<file path="src/rtl/cvxif_custom_responder.sv">
// CV-X-IF coprocessor responder: decodes custom-3 ADD/MUL/NOP, keeps a 2-entry
// in-order queue and returns results only for committed instructions.
module cvxif_custom_responder #(
    parameter int XLEN       = 32,
    parameter int IdWidth    = 3,
    parameter int MulLatency = 3
) (
    input  logic               clk_i,
    input  logic               rst_ni,
    input  logic               x_issue_valid_i,
    output logic               x_issue_ready_o,
    input  logic [31:0]        x_issue_instr_i,
    input  logic [IdWidth-1:0] x_issue_id_i,
    input  logic [XLEN-1:0]    x_issue_rs1_i,
    input  logic [XLEN-1:0]    x_issue_rs2_i,
    input  logic [1:0]         x_issue_rs_valid_i,
    output logic               x_issue_accept_o,
    output logic               x_issue_writeback_o,
    input  logic               x_commit_valid_i,
    input  logic [IdWidth-1:0] x_commit_id_i,
    input  logic               x_commit_kill_i,
    output logic               x_result_valid_o,
    input  logic               x_result_ready_i,
    output logic [IdWidth-1:0] x_result_id_o,
    output logic [XLEN-1:0]    x_result_data_o,
    output logic [4:0]         x_result_rd_o,
    output logic               x_result_we_o
);
    localparam int         CntW        = $clog2(MulLatency + 1);
    localparam logic [6:0] OPC_CUSTOM3 = 7'b1111011;

    typedef enum logic [1:0] {OP_ADD = 2'd0, OP_MUL = 2'd1, OP_NOP = 2'd2} op_e;
    typedef enum logic [1:0] {ST_IDLE = 2'd0, ST_EXEC = 2'd1, ST_DONE = 2'd2} state_e;

    logic [IdWidth-1:0] r_q_id  [2];
    op_e                r_q_op  [2];
    logic [XLEN-1:0]    r_q_rs1 [2];
    logic [XLEN-1:0]    r_q_rs2 [2];
    logic [4:0]         r_q_rd  [2];
    logic [1:0]         r_q_cm;
    logic [1:0]         r_q_kl;
    logic               r_head;
    logic [1:0]         r_count;

    state_e             r_state;
    logic [CntW-1:0]    r_cnt;
    logic               r_res_valid;
    logic [IdWidth-1:0] r_res_id;
    logic [XLEN-1:0]    r_res_data;
    logic [4:0]         r_res_rd;
    logic               r_res_we;

    op_e             w_dec_op;
    logic            w_legal;
    logic            w_ops_ok;
    logic            w_full;
    logic            w_push;
    logic            w_pop;
    logic            w_wr_slot;
    logic            w_new_hit;
    logic            w_head_kl;
    op_e             w_head_op;
    logic [1:0]      w_slot_vld;
    logic [1:0]      w_cm_nxt;
    logic [1:0]      w_kl_nxt;
    logic [XLEN-1:0] w_exec_res;
    logic            w_unused_bits;

    assign w_unused_bits = ^x_issue_instr_i[31:15];

    // Instruction decode of the offered word.
    always_comb begin
        w_dec_op = OP_NOP;
        w_legal  = 1'b0;
        if (x_issue_instr_i[6:0] == OPC_CUSTOM3) begin
            case (x_issue_instr_i[14:12])
                3'd0:    begin w_dec_op = OP_ADD; w_legal = 1'b1; end
                3'd1:    begin w_dec_op = OP_MUL; w_legal = 1'b1; end
                3'd2:    begin w_dec_op = OP_NOP; w_legal = 1'b1; end
                default: begin w_dec_op = OP_NOP; w_legal = 1'b0; end
            endcase
        end else begin
            w_legal = 1'b0;
        end
    end

    // Ready ignores a same-cycle pop so a full queue never accepts.
    assign w_ops_ok            = (w_dec_op == OP_NOP) || (x_issue_rs_valid_i == 2'b11);
    assign w_full              = (r_count == 2'd2);
    assign x_issue_ready_o     = x_issue_valid_i && (!w_legal || (!w_full && w_ops_ok));
    assign x_issue_accept_o    = x_issue_valid_i && w_legal;
    assign x_issue_writeback_o = x_issue_valid_i && w_legal && (w_dec_op != OP_NOP);
    assign w_push              = x_issue_valid_i && w_legal && !w_full && w_ops_ok;
    assign w_wr_slot           = r_head ^ r_count[0];
    assign w_new_hit           = x_commit_valid_i && (x_commit_id_i == x_issue_id_i);
    assign w_head_kl           = (r_count != 2'd0) && r_q_kl[r_head];
    assign w_head_op           = (r_count != 2'd0) ? r_q_op[r_head] : w_dec_op;
    assign w_pop               = w_head_kl ||
                                 ((r_state == ST_DONE) && r_res_valid && x_result_ready_i);

    // Next commit/kill flags; only the first decision for an id sticks.
    always_comb begin
        w_slot_vld = 2'b00;
        w_cm_nxt   = r_q_cm;
        w_kl_nxt   = r_q_kl;
        for (int i = 0; i < 2; i++) begin
            w_slot_vld[i] = (r_count == 2'd2) || ((r_count == 2'd1) && (r_head == 1'(i)));
            if (w_push && (w_wr_slot == 1'(i))) begin
                w_cm_nxt[i] = w_new_hit && !x_commit_kill_i;
                w_kl_nxt[i] = w_new_hit && x_commit_kill_i;
            end else if (w_slot_vld[i] && x_commit_valid_i && (x_commit_id_i == r_q_id[i]) &&
                         !r_q_cm[i] && !r_q_kl[i]) begin
                w_cm_nxt[i] = !x_commit_kill_i;
                w_kl_nxt[i] = x_commit_kill_i;
            end else begin
                w_cm_nxt[i] = r_q_cm[i];
                w_kl_nxt[i] = r_q_kl[i];
            end
        end
    end

    // Execution datapath for the head entry.
    always_comb begin
        case (r_q_op[r_head])
            OP_ADD:  w_exec_res = r_q_rs1[r_head] + r_q_rs2[r_head];
            OP_MUL:  w_exec_res = r_q_rs1[r_head] * r_q_rs2[r_head];
            default: w_exec_res = {XLEN{1'b0}};
        endcase
    end

    // Queue storage, pointers and decision flags.
    always_ff @(posedge clk_i or negedge rst_ni) begin
        if (!rst_ni) begin
            r_head  <= 1'b0;
            r_count <= 2'd0;
            r_q_cm  <= 2'b00;
            r_q_kl  <= 2'b00;
            for (int i = 0; i < 2; i++) begin
                r_q_id[i]  <= {IdWidth{1'b0}};
                r_q_op[i]  <= OP_NOP;
                r_q_rs1[i] <= {XLEN{1'b0}};
                r_q_rs2[i] <= {XLEN{1'b0}};
                r_q_rd[i]  <= 5'd0;
            end
        end else begin
            r_head <= r_head ^ w_pop;
            case ({w_push, w_pop})
                2'b10:   r_count <= r_count + 2'd1;
                2'b01:   r_count <= r_count - 2'd1;
                default: r_count <= r_count;
            endcase
            r_q_cm <= w_cm_nxt;
            r_q_kl <= w_kl_nxt;
            if (w_push) begin
                r_q_id[w_wr_slot]  <= x_issue_id_i;
                r_q_op[w_wr_slot]  <= w_dec_op;
                r_q_rs1[w_wr_slot] <= x_issue_rs1_i;
                r_q_rs2[w_wr_slot] <= x_issue_rs2_i;
                r_q_rd[w_wr_slot]  <= x_issue_instr_i[11:7];
            end
        end
    end

    // Head FSM; an empty queue lets a fresh push start executing at once.
    always_ff @(posedge clk_i or negedge rst_ni) begin
        if (!rst_ni) begin
            r_state     <= ST_IDLE;
            r_cnt       <= {CntW{1'b0}};
            r_res_valid <= 1'b0;
            r_res_id    <= {IdWidth{1'b0}};
            r_res_data  <= {XLEN{1'b0}};
            r_res_rd    <= 5'd0;
            r_res_we    <= 1'b0;
        end else begin
            case (r_state)
                ST_IDLE: begin
                    r_res_valid <= 1'b0;
                    if (!w_head_kl && ((r_count != 2'd0) || w_push)) begin
                        r_state <= ST_EXEC;
                        r_cnt   <= (w_head_op == OP_MUL) ? CntW'(MulLatency) : CntW'(1);
                    end
                end
                ST_EXEC: begin
                    if (w_head_kl) begin
                        r_state <= ST_IDLE;
                    end else if (r_cnt == CntW'(1)) begin
                        r_state     <= ST_DONE;
                        r_res_valid <= w_cm_nxt[r_head];
                        r_res_id    <= r_q_id[r_head];
                        r_res_data  <= w_exec_res;
                        r_res_rd    <= r_q_rd[r_head];
                        r_res_we    <= (r_q_op[r_head] != OP_NOP);
                    end else begin
                        r_cnt <= r_cnt - CntW'(1);
                    end
                end
                ST_DONE: begin
                    if (w_pop) begin
                        r_state     <= ST_IDLE;
                        r_res_valid <= 1'b0;
                    end else if (!r_res_valid) begin
                        r_res_valid <= w_cm_nxt[r_head];
                    end
                end
                default: begin
                    r_state     <= ST_IDLE;
                    r_res_valid <= 1'b0;
                end
            endcase
        end
    end

    assign x_result_valid_o = r_res_valid;
    assign x_result_id_o    = r_res_id;
    assign x_result_data_o  = r_res_data;
    assign x_result_rd_o    = r_res_rd;
    assign x_result_we_o    = r_res_we;

endmodule

</file>
<file path="config.mk">
export PLATFORM = sky130hd
export DESIGN_NAME = cvxif_custom_responder
export DESIGN_NICKNAME = d
export VERILOG_FILES = /design/src/rtl/cvxif_custom_responder.sv
export SDC_FILE = /design/constraint.sdc
export NUM_CORES = 2
export LEC_CHECK = 0
export CAP_MARGIN = 40
export CORE_ASPECT_RATIO = 1.75
export CORE_MARGIN = 2
export CORE_UTILIZATION = 55
export CTS_CLUSTER_DIAMETER = 80
export DETAILED_ROUTE_END_ITERATION = 12
export GPL_ROUTABILITY_DRIVEN = 0
export GPL_TIMING_DRIVEN = 1
export PLACE_DENSITY = 0.75
export SLEW_MARGIN = 20
export SYNTH_ARGS = -nofsm -noshare
export SYNTH_HDL_FRONTEND = slang
export SYNTH_SLANG_ARGS = --single-unit
</file>
<file path="constraint.sdc">
create_clock -name clk_i -period 24.5 [get_ports clk_i]
set_clock_uncertainty 0.1 [all_clocks]
set_input_delay 6.125 -clock clk_i [delete_from_list [all_inputs] [get_ports clk_i]]
set_output_delay 6.125 -clock clk_i [all_outputs]
set_load 0.02 [all_outputs]
</file>
==> results by stage <==
Routing:
- The remaining antenna violation count is 0.
- The routed wirelength normalized by instance count is around 22 um.
- Detailed routing inserted a total of 21000 vias.
- The first-iteration detailed-routing DRC count is 1610.
- The total detailed-routing wirelength is around 80 mm.
- Dividing the detail-routed via count by the number of cells gives ~5.8.
- The number of search-and-repair iterations in the first detailed-routing pass is 6.
- After detailed routing, the number of remaining DRC violations is 0.

Yosys:
- The flip-flop cell with the highest count after synthesis is dfrtp_1.
- The post-synthesis cell count is 2944.
- In the synthesized netlist the async set-or-reset flop fraction comes to 100%.
- fa_1 takes more of the synthesized area than any other cell.
- The number of enable flip-flop cells after synthesis is 0.
- The count of state elements after synthesis is roughly 200.
- Yosys mapped the design onto between 70 and 80 distinct sky130hd cell types.
- The share of the Yosys chip area taken by registers is 19.7%.
- The cell area that synthesis handed to floorplanning was 25600 um^2.
- The mean post-synth cell area is around 8.7 um^2.
- The Yosys step of the flow raised 0 warnings.
- After synthesis, the largest area contributor takes up about a third of total cell area.
- Sorting the synthesized cells by area gives the leading types as fa_1, dfrtp_1, nand2_1.
- Synthesis produced a netlist with a net count of ~3600.

Clock tree:
- The clock-pin slew on the worst setup and hold paths is ~0.070 ns.
- The clock tree from TritonCTS is done.
- The number of instances resized during post-cts repair is 0.
- For this design, the CTS-stage hold fixing added 0 buffers.
- The maximum clock insertion buffer count is 3.
- The clock root buffer master is clkbuf_16.
- Counting the buffers created by CTS gives 18.
- CTS built an H-tree with a depth of 1.
- At the later pin of the worst-skew pair, clock insertion delay measures 0.50 ns.
- The total setup buffers inserted after CTS is 0.
- The number of clock sinks is 201.

Placed design:
- The placed wire-length estimate is roughly 60 mm.
- The cell count after placement is 3609.
- Once placement finished, the instance area stood at about 28000 um^2.
- Port buffering added ~140 buffers.

Global routing:
- The number of antenna violations at the first check in global routing is 1.
- The overflow left after global routing is 0.
- Global routing used approximately a third of the available tracks across all layers.
- The via count of the first global-routing pass came to roughly 23000.
- The largest net degree at the start of global routing is 77.
- The global-route wire length before repair is 123 mm.

Cells and area:
- The library cell used most frequently in the layout, excluding fill and tap cells, is nand2_1.
- The count of non-filler cells in the finished layout is 3642.
- The finished cells cover approximately 28000 um^2.
- The top cell types in the final layout, fill and taps aside, are nand2_1, inv_1, fa_1, nor2_1, dfrtp_1.
- After the last flow step, the layout net total stands at approximately 3700.
- The proportion of layout cells with a drive suffix above 1 is 4.94%.
- From synthesis to final layout, the design area changed by 11.2%.

Power:
- The worst-case vdd ir drop is about 0.000058 V.
- The internal power is roughly 0.69 mW.
- In this run the static leakage power is about 14 nW.
- The switching power as a share of total power is a little over a third.
- The design draws roughly 1.1 mW.
- Summed over all nets, the switching power comes to between 0.3 and 0.4 mW.
- The share of total power dissipated in combinational logic is about a third.
- The power per cell area is 37.9 nW/um^2.
- The share of total power in the clock network is between 20% and 30%.
- The share of power burned in registers is about 38%.

Die:
- The initial utilization of the core area, before any placement, comes to a little under three fifths.
- The area enclosed by the die boundary is about 48000 um^2.
- The floorplan step defined a core boundary enclosing ~46000 um^2.
- The number of top-level pins is ~160.
- The horizontal extent of the die is approximately 170 um.
- The die span in y is between 200 and 300 um.
- The site row count is about 100.

STA:
- Summed over all failing endpoints, the final setup total negative slack is 0 ns.
- The max-slew headroom at the worst pin is a little under two fifths.
- For the pin with the worst max-slew slack, the measured transition is 0.927 ns.
- The worst path uses between 50 and 60% of the clock period.
- Based on the critical path, the design can be clocked at up to just under 70 MHz.
- The minimum clock period after layout is 14.42 ns.
- The total setup violations reported at the end of the flow is 0.
- Setup repair after global routing left no endpoint under its margin.
- The max-slew violation count came to 0.
- The count of final hold-check violations was 0.

Critical path:
- STA puts the critical path data required time at between 15 and 20 ns.
- The worst setup path category is input pin to output port.
- The data arrival at the endpoint of the critical path is 8.19 ns.
- The highest net fanout along the worst path is 5.
- The type of element launching the critical path is an input pin.
- The nature of the critical path endpoint is an output port.

Min path:
- The type of the worst min-delay path is register to register.

Status:
- The flow ran to the end, and the final reports show no timing, DRC or antenna violations.

Flow run:
- The number of max-cap violations is 0.
-- flip-flops by register name, summed over array words and instances, names as in the netlist --
register	cells
r_count	2
r_q_rd	10
r_cnt	2
x_result_data_o	32
x_result_valid_o	1
r_state	2
x_result_rd_o	5
r_q_cm	2
r_q_rs2	64
x_result_we_o	1
r_q_rs1	64
r_q_kl	2
x_result_id_o	3
r_q_id	6
r_head	1
r_q_op	4
-- worst paths after layout --
check                                   startpoint                               to  slack, ns  cells past startpoint
max                            x_issue_instr_i[14]              x_issue_writeback_o      10.08                      5
min                        r_q_rs1[22]$_DFFE_PN0P_          r_q_rs1[22]$_DFFE_PN0P_       0.36                      2
max reg2reg                       r_head$_DFF_PN0_  x_result_data_o[30]$_DFFE_PN0P_      14.26                     27
min reg2reg                r_q_rs1[22]$_DFFE_PN0P_          r_q_rs1[22]$_DFFE_PN0P_       0.36                      2
max in group asynchronous                   rst_ni                 r_head$_DFF_PN0_      17.59                      2
min in group asynchronous                   rst_ni              r_q_cm[0]$_DFF_PN0_       5.55                      1
-- worst max-delay path: stages --
cell	delay, ns
clkdlybuf4s50_1	0.42
nand4b_1	0.22
or4b_1	0.62
nor3_1	0.17
clkdlybuf4s50_1	0.63
-- logic make-up after synthesis --
| kind of cell | count (synthesis) | share of synthesized area, % |
|---|---|---|
| DFF | 201 | 19.7 |
| xor gates and xnor gates | 126 | 4.31 |
| adders and majority gates | 571 | 39.9 |
| buffers and inverters | 562 | 8.56 |
| and+or+nand+nor | 1155 | 17.8 |
| AOI/OAI and AO/OA | 246 | 5.91 |
| muxes | 83 | 3.91 |
-- synthesized netlist by cell type (5+ instances only) --
master    number
a21o_1        17
a31oi_1        6
or3_1          5
mux2i_4        7
dfrtp_1      199
mux2i_2       18
and2_1         8
a21oi_1       74
nor2b_1       12
clkinv_1      16
ha_1         162
inv_2         11
or2_2          6
fa_1         409
xor2_1        23
buf_6          5
nor3_1        11
a211oi_1       7
buf_1          5
nor2_1       359
mux2i_1       51
inv_1        434
mux2_2         5
nand2b_1       9
nand3_1       18
o21ai_0       75
o21a_1        12
xnor2_1      103
nand2_1      705
clkbuf_1      87
o21bai_1       9
-- area by class of cell --
| cell class | count | area [um^2] |
|---|---|---|
| antenna | 1 | 2.50 |
| clock buffer | 22 | 507 |
| clock inverter | 7 | 120 |
| fill | 3837 | 17500 |
| inverter | 461 | 1730 |
| multi-input combinational | 2181 | 18500 |
| sequential | 201 | 5040 |
| tap | 583 | 729 |
| timing repair buffer | 186 | 1880 |
-- power by group through the flow --
stage | clock (mW) | sequential (mW) | combinational (mW)
global route | 0.323 | 0.409 | 0.390
global placement | 0 | 0.410 | 0.345
CTS | 0.312 | 0.405 | 0.361
finish | 0.307 | 0.406 | 0.366
floorplan | 0 | 0.417 | 0.197
detailed placement | 0 | 0.411 | 0.359
-- layer usage --
layer	global-route usage, %	part of all wire (%)
met5	0	0.022
met4	29.1	11
met3	5.03	7.7
met2	57.5	50
met1	36.0	32
-- stage by stage --
step | util, % | worst slack [ns] | hold WS (ns)
finish | 62.0 | 10.08 | 0.364
global route | 62.0 | 10.00 | 0.382
CTS | 61.9 | 10.09 | 0.369
detailed placement | 60.5 | 10.09 | 0.355
global placement | 60.2 | 10.10 | 0.343
floorplan | - | 10.89 | 0.333
(Power assumes the default switching activity.)
